===== config.mk =====
export PLATFORM = sky130hd
export DESIGN_NAME = fifo_ctrl_fsm_param
export DESIGN_NICKNAME = d
export VERILOG_FILES = /design/src/rtl/fifo_ctrl_pkg.sv /design/src/rtl/fifo_ctrl_fsm_param_empty_hold.sv /design/src/rtl/fifo_ctrl_fsm_param.sv
export SDC_FILE = /design/constraint.sdc
export NUM_CORES = 1
export LEC_CHECK = 0
export CORE_UTILIZATION = 39
export CTS_CLUSTER_SIZE = 20
export DETAILED_ROUTE_END_ITERATION = 6
export GPL_TIMING_DRIVEN = 0
export PLACE_DENSITY = 0.87
export SYNTH_ARGS = -nofsm -noshare
export SYNTH_HDL_FRONTEND = slang
export SYNTH_HIERARCHICAL = 1
export SYNTH_SLANG_ARGS = --single-unit
export TNS_END_PERCENT = 20

===== constraint.sdc =====
create_clock -name clk -period 2 [get_ports clk]
set_input_delay 0.2 -clock clk [delete_from_list [all_inputs] [get_ports clk]]
set_output_delay 0.2 -clock clk [all_outputs]
set_load 0.005 [all_outputs]

===== src/rtl/fifo_ctrl_pkg.sv =====
// Shared definitions for the FIFO subsystem controller: state encoding and
// the default thresholds of the standard configuration.
package fifo_ctrl_pkg;

    localparam logic [2:0] ST_RESET  = 3'd0;
    localparam logic [2:0] ST_INIT   = 3'd1;
    localparam logic [2:0] ST_IDLE   = 3'd2;
    localparam logic [2:0] ST_ACTIVE = 3'd3;
    localparam logic [2:0] ST_ERROR  = 3'd4;

    typedef enum logic [2:0] {
        S_RESET  = ST_RESET,
        S_INIT   = ST_INIT,
        S_IDLE   = ST_IDLE,
        S_ACTIVE = ST_ACTIVE,
        S_ERROR  = ST_ERROR
    } state_e;

    localparam int DEF_AE_STD = 1;
    localparam int DEF_AF_STD = 7;

endpackage


===== src/rtl/fifo_ctrl_fsm_param_empty_hold.sv =====
// Counts consecutive all-empty cycles; done flags the edge on which the
// count would reach IDLE_HOLD, and the count restarts from zero there.
module empty_hold_cnt #(
    parameter int IDLE_HOLD = 2
) (
    input  logic clk,
    input  logic reset_L,
    input  logic clear,
    input  logic all_empty,
    output logic done
);

    localparam int CW = $clog2(IDLE_HOLD + 1);

    logic [CW-1:0] cnt_q;
    logic [CW-1:0] cnt_d;

    assign done = all_empty && (cnt_q == CW'(IDLE_HOLD - 1));

    // Clearing on done keeps the count strictly below IDLE_HOLD, so it never wraps.
    always_comb begin
        cnt_d = cnt_q;
        if (clear || !all_empty || done) begin
            cnt_d = '0;
        end else begin
            cnt_d = cnt_q + 1'b1;
        end
    end

    always_ff @(posedge clk) begin
        if (!reset_L) begin
            cnt_q <= '0;
        end else begin
            cnt_q <= cnt_d;
        end
    end

endmodule


===== src/rtl/fifo_ctrl_fsm_param.sv =====
// FIFO subsystem controller: validates and broadcasts almost-empty/full
// thresholds and reports idle once every FIFO has stayed drained long enough.
module fifo_ctrl_fsm_param
    import fifo_ctrl_pkg::*;
#(
    parameter int NUM_FIFOS = 9,
    parameter int TH_WIDTH  = 3,
    parameter int DEF_AE    = DEF_AE_STD,
    parameter int DEF_AF    = DEF_AF_STD,
    parameter int IDLE_HOLD = 2
) (
    input  logic                 clk,
    input  logic                 reset_L,
    input  logic                 init,
    input  logic [NUM_FIFOS-1:0] fifos_empty,
    input  logic [TH_WIDTH-1:0]  th_almost_empty,
    input  logic [TH_WIDTH-1:0]  th_almost_full,
    output logic [TH_WIDTH-1:0]  th_fifos_almost_empty,
    output logic [TH_WIDTH-1:0]  th_fifos_almost_full,
    output logic                 idle,
    output logic                 error,
    output logic [2:0]           state
);

    state_e              state_q, state_d;
    logic [TH_WIDTH-1:0] ae_q, ae_d;
    logic [TH_WIDTH-1:0] af_q, af_d;
    logic                th_valid;
    logic                all_empty;
    logic                hold_clear;
    logic                hold_done;

    assign th_valid   = (th_almost_empty != '0) && (th_almost_empty < th_almost_full);
    assign all_empty  = &fifos_empty;
    // Counting only runs in ACTIVE without a pending init request.
    assign hold_clear = (state_q != S_ACTIVE) || init;

    empty_hold_cnt #(
        .IDLE_HOLD (IDLE_HOLD)
    ) u_hold (
        .clk       (clk),
        .reset_L   (reset_L),
        .clear     (hold_clear),
        .all_empty (all_empty),
        .done      (hold_done)
    );

    always_comb begin
        state_d = state_q;
        ae_d    = ae_q;
        af_d    = af_q;
        case (state_q)
            S_RESET: state_d = S_INIT;
            S_INIT: begin
                if (th_valid) begin
                    ae_d    = th_almost_empty;
                    af_d    = th_almost_full;
                    state_d = init ? S_INIT : S_IDLE;
                end else begin
                    state_d = S_ERROR;
                end
            end
            S_IDLE: begin
                if (init) begin
                    state_d = S_INIT;
                end else if (!all_empty) begin
                    state_d = S_ACTIVE;
                end
            end
            S_ACTIVE: begin
                if (init) begin
                    state_d = S_INIT;
                end else if (hold_done) begin
                    state_d = S_IDLE;
                end
            end
            S_ERROR: begin
                if (init && th_valid) begin
                    ae_d    = th_almost_empty;
                    af_d    = th_almost_full;
                    state_d = S_INIT;
                end
            end
            default: state_d = S_RESET;
        endcase
    end

    always_ff @(posedge clk) begin
        if (!reset_L) begin
            state_q <= S_RESET;
            ae_q    <= TH_WIDTH'(DEF_AE);
            af_q    <= TH_WIDTH'(DEF_AF);
        end else begin
            state_q <= state_d;
            ae_q    <= ae_d;
            af_q    <= af_d;
        end
    end

    assign th_fifos_almost_empty = ae_q;
    assign th_fifos_almost_full  = af_q;
    assign state                 = state_q;
    assign idle                  = (state_q == S_IDLE);
    assign error                 = (state_q == S_ERROR);

endmodule

-- Word level (Yosys, flattened, before mapping)
Index checks and enable logic that the tools add are counted.
- add/subtract/negate cells: 1
- magnitude comparators: 1
- equal/unequal tests: 10
- mux-type cells: 14
- bitwise logic cells: 1
- reductions and logical operators: 14
- operators with widths (cell ; number):
    3-bit 2-to-1 mux ; 10
    3-bit one-hot mux with 5 select lines ; 1
    3-bit one-hot mux with 2 select lines ; 2
    9-bit AND reduction ; 1
    3-bit by 2-bit equality test with 1-bit output (second input constant) ; 2
    3-bit by 2-bit != test with 1-bit output (second input constant) ; 2
    3-bit AND reduction ; 2
    3-bit by 1-bit equality test with 1-bit output (second input constant) ; 1
    3-bit equality test (second input constant) ; 1
    1-bit logical AND ; 3
    3-bit logical NOT ; 1
    1-bit logical OR ; 3
    3-bit less-than comparator ; 1
    3-bit != test (second input constant) ; 1
    3-bit nonzero test ; 1
    2-bit by 1-bit adder with 2-bit output (second input constant) ; 1
    2-bit by 1-bit equality test with 1-bit output (second input constant) ; 1
    2-bit 2-to-1 mux ; 1
    2-bit by 1-bit != test with 1-bit output (second input constant) ; 1
    2-bit != test (second input constant) ; 1
    2-bit nonzero test ; 1
    2-bit OR reduction ; 1
    1-bit logical NOT ; 1
    1-bit inverter ; 1
- register bits: 11
- output and inout bits: 11

-- Depth between registers and ports, before layout
- word-level depth: 5
- mapped depth: 6

-- By module
The synthesis kept the hierarchy.
- by module, submodules not included (module ; times used ; cells an instance ; area each (µm²) ; sequential area each (µm²)):
    fifo_ctrl_fsm_param ; 1 ; 66 ; 543.0 ; 180.2
    empty_hold_cnt ; 1 ; 8 ; 81.3 ; 40.0

-- Worst setup path before layout
Ideal clock, no wire load.
- kind: input port to flip-flop
- start point: in th_almost_full[1]
- end point: reg ae_q[0], in the netlist th_fifos_almost_empty[0]
- arrival: 1634 ps
- required time: 1928 ps
- path slack: 294 ps
- cell stages on the path: 6
- buffers on the path: 0
- cells stage by stage: inv_1 -> ha_1 -> or3b_4 -> a211oi_4 -> nor3b_4 -> mux2i_1
- longest elaborated chain between the ends: 5
- ends and longest elaborated chain (item ; RTL line ; source):
    start: declaration ; fifo_ctrl_fsm_param.sv:17 ; input logic [TH_WIDTH-1:0] th_almost_full,
    3-bit less-than comparator * ; fifo_ctrl_fsm_param.sv:33 ; assign th_valid = (th_almost_empty != '0) && (th_almost_empty < th_almost_full);
    1-bit logical AND * ; fifo_ctrl_fsm_param.sv:33 ;
    1-bit logical AND ; fifo_ctrl_fsm_param.sv:78 ; if (init && th_valid) begin
    2-bit by 1-bit != test with 1-bit output (no source line) ; -- ;
    3-bit AND reduction (no source line) * ; -- ;
    end signal: assignment ; fifo_ctrl_fsm_param.sv:91 ; ae_q <= TH_WIDTH'(DEF_AE);
    end: declaration ; fifo_ctrl_fsm_param.sv:26 ; logic [TH_WIDTH-1:0] ae_q, ae_d;
Every way passes the cells marked *; elsewhere a longest branch is shown, timed or not.
A chain may end at the register's enable or synchronous reset.

-- Worst setup path after layout
- start point: in th_almost_full[1]
- end point: reg af_q[1], in the netlist th_fifos_almost_full[1]
- longest elaborated chain between the ends: 5
- ends and longest elaborated chain (item ; RTL line ; source):
    3-bit less-than comparator ; fifo_ctrl_fsm_param.sv:33 ;
    1-bit logical AND ; fifo_ctrl_fsm_param.sv:33 ;
    1-bit logical AND ; fifo_ctrl_fsm_param.sv:78 ;
    2-bit by 1-bit != test with 1-bit output (no source line) ; -- ;
    3-bit AND reduction (no source line) ; -- ;
    end signal: assignment ; fifo_ctrl_fsm_param.sv:92 ; af_q <= TH_WIDTH'(DEF_AF);
    end: declaration ; fifo_ctrl_fsm_param.sv:27 ; logic [TH_WIDTH-1:0] af_q, af_d;
Several ways; a longest one is shown, not always the timed one. The select of a mux whose other input is x is not followed.

==> results.json <==
{
  "tightest_slew_ps": 416,
  "synthCells": 74,
  "worstHoldPathType": "register to register",
  "synth_xor_area_share_pct": 0,
  "setup_viol": 0,
  "n_fill_cell": 127,
  "required_ps": 2200,
  "globalplace.congestion": 0.737,
  "dieArea_mm2": 0.00176,
  "clk-insertion-delay-late_ps": 280,
  "slew_headroom_pct": 72.3,
  "drt_iter0_markers": 12,
  "row_count": 14,
  "leakage_nw": 0.382,
  "finalHoldViolations": 0,
  "status": "complete, no violations",
  "yosysMostFrequentCell": "nor2_1",
  "yosys.area_share.adder_pct": 6.01,
  "power.density_mw_per_mm2": 606,
  "tritoncts": "built",
  "hold_ws_ps": 423,
  "io_buffer_count": 28,
  "rsz0062_at_grt": "no",
  "grt_pass1_wl_um": 2450,
  "cp_data_arrival_time_ps": 2120,
  "io_pins": 29,
  "path_class": "primary input to register",
  "clock.fmax_mhz": 521,
  "synth_compound_area_share_pct": 13.0,
  "skew_ps": 1.81,
  "synth_mux_area_share_pct": 9.62,
  "async_flop_share_pct": 0,
  "cts_buffers": 3,
  "drive_gt1_share_pct": 8.33,
  "vias_per_cell": 5.06,
  "synth_edf_count": 0,
  "yosys-top-cells-count": "12 x nor2_1, 11 x dfxtp_1, 9 x nand2_1, 6 x mux2i_1, 5 x inv_1",
  "antenna_found_initial": 0,
  "area_growth_pct": 56.9,
  "max-cap-violations": 0,
  "die_h_um": 42.0,
  "yosys.cell_types.count": 27,
  "r2r_slack_ps": 400,
  "irDropWorstVdd_mv": 0.505,
  "syn_avg_cell_area_um2": 8.44,
  "drt-wirelength-per-cell_um": 11.8,
  "synth_top_family_by_area": "simple AND/OR/NAND/NOR gates",
  "clockBufferDepth": 2,
  "dr.pass1.iters": 4,
  "cts_sinks": 11,
  "synth_nets": 95,
  "hold_buffers": 0,
  "slew_violations": 0,
  "synth_area_um2": 624,
  "n_antenna_cell": 0,
  "start_util_pct": 41.4,
  "grt.overflow.total": 0,
  "p_total_mw": 0.594,
  "ys.flop_type": "dfxtp_1",
  "routed_wl_um": 1460,
  "core_area_mm2": 0.00151,
  "grt_pass1_vias": 632,
  "ys_seq_area_share_pct": 35.3,
  "drc": 0,
  "htree_levels": 1,
  "fin_nets": 130,
  "vias": 627,
  "period_minus_slack_ps": 1920,
  "synth-simple-area-share_pct": 31.3,
  "ys_seq_elements": 11,
  "yosysTopAreaCell": "dfxtp_1",
  "crit_path_start_kind": "primary input",
  "grt_max_degree": 11,
  "end_kind": "register",
  "yosysWarnings": 6,
  "clk_pin_slew_worst_paths_ps": 80,
  "dieWidth_um": 42.0,
  "cts-root-buf": "clkbuf_4",
  "timing.final.crit_share_pct": 95.9,
  "grt_util_all_layers_pct": 18.3,
  "synthDominantCellAreaShare_pct": 35.3,
  "critical_path.max_stage_delay_ps": 480,
  "path_cells": "clkdlybuf4s50_1 -> inv_1 -> ha_1 -> or3b_4 -> a211oi_4 -> nor3b_4 -> buf_12 -> mux2i_1",
  "synthTopCellsByArea": "dfxtp_1 35%, mux2i_1 9.6%, nor2_1 7.2%",
  "worstPathMaxFanout": 6,
  "crit_slowest_cell": "clkdlybuf4s50_1",
  "ant_nets": 0,
  "cts_resized": 0,
  "dp_hpwl_um": 1100
}
==> cells in the final DEF, fill, tap and decap left out <==
cell,count
clkdlybuf4s50_1,28
nor2_1,12
nor4b_1,1
inv_1,5
buf_4,1
nor3b_1,1
nor3b_4,1
clkbuf_4,3
nand4_1,1
nand3_1,1
a211oi_4,1
and2_1,1
o21a_1,1
nor2b_1,2
nand4bb_1,1
ha_1,3
o32ai_1,1
dfxtp_1,11
or3b_4,1
a21o_1,1
a22oi_1,1
nand2_1,9
nand2b_1,1
a41o_1,1
nor3_1,2
mux2i_1,6
o21ai_0,1
clkinv_2,1
buf_12,1
a21oi_1,3
clkbuf_1,3
nor4_1,2
==> critical path, delay by kind of cell <==
kind	cells	cell delay [ps]
AOI/OAI and AO/OA	1	210
and+or+nand+nor	2	630
muxes	1	200
buffers and inverters	3	680
adders and majority gates	1	190
==> per-layer routing <==
layer  GRT usage, %  part of all wire (%)  vias to the layer above
met5              0                     0                        -
met4           5.63                   1.3                        0
met3           6.47                   4.0                        2
met2           33.1                    54                       13
met1           19.8                    41                      286
li1               -                     -                      326
==> registers in the layout (all words and copies together), names as in the netlist <==
signal	flops
th_fifos_almost_full	3
u_hold/cnt_q	2
th_fifos_almost_empty	3
state	3
==> metrics by stage <==
stage                     setup TNS, ps  worst slack, ps  instance area, um^2  utilization, %  std cells
after floorplan                       0              294                  624               -         74
after global placement            -2030             -346                  925            61.4        118
after detailed placement          -2290             -401                  925            61.4        118
after CTS                             0             51.9                  980            65.0        124
after global routing                  0             17.2                  980            65.0        124
final                                 0             82.3                  980            65.0        124
==> cell families after synthesis <==
kind of cell	count (synthesis)
compound gates	10
fa+ha+maj	3
buf+inv	8
flops	11
mux	6
simple gates	36
==> final cells by class <==
type	count	area (um^2)	area share, %
multi-input combinational	55	374	38.2
inverter	5	18.8	1.92
buffer	3	11.3	1.15
sequential	11	220	22.5
timing repair buffer	30	308	31.4
clock inverter	1	5.00	0.511
clock buffer	3	22.5	2.30
tap	16	20.0	2.04
==> power breakdown <==
| part | internal, mW | leakage [nW] | total (mW) | switching [mW] |
|---|---|---|---|---|
| combinational | 0.117 | 0.274 | 0.189 | 0.0726 |
| clock | 0.0742 | 0.0177 | 0.157 | 0.0829 |
| sequential | 0.236 | 0.0898 | 0.248 | 0.0122 |
==> final timing paths <==
kind | cells past startpoint | start | to
hold / removal | 1 | u_hold/cnt_q[0] | u_hold/cnt_q[0]
setup reg to reg | 6 | state[0] | th_fifos_almost_full[1]
hold reg to reg | 1 | u_hold/cnt_q[0] | u_hold/cnt_q[0]
setup / recovery | 8 | th_almost_full[1] | th_fifos_almost_full[1]
==> repair_timing <==
item,CTS,global route
setup buffers,2,0
pin swaps,1,1
setup endpoints to repair,6,2
Power figures use the tool's default switching activity.
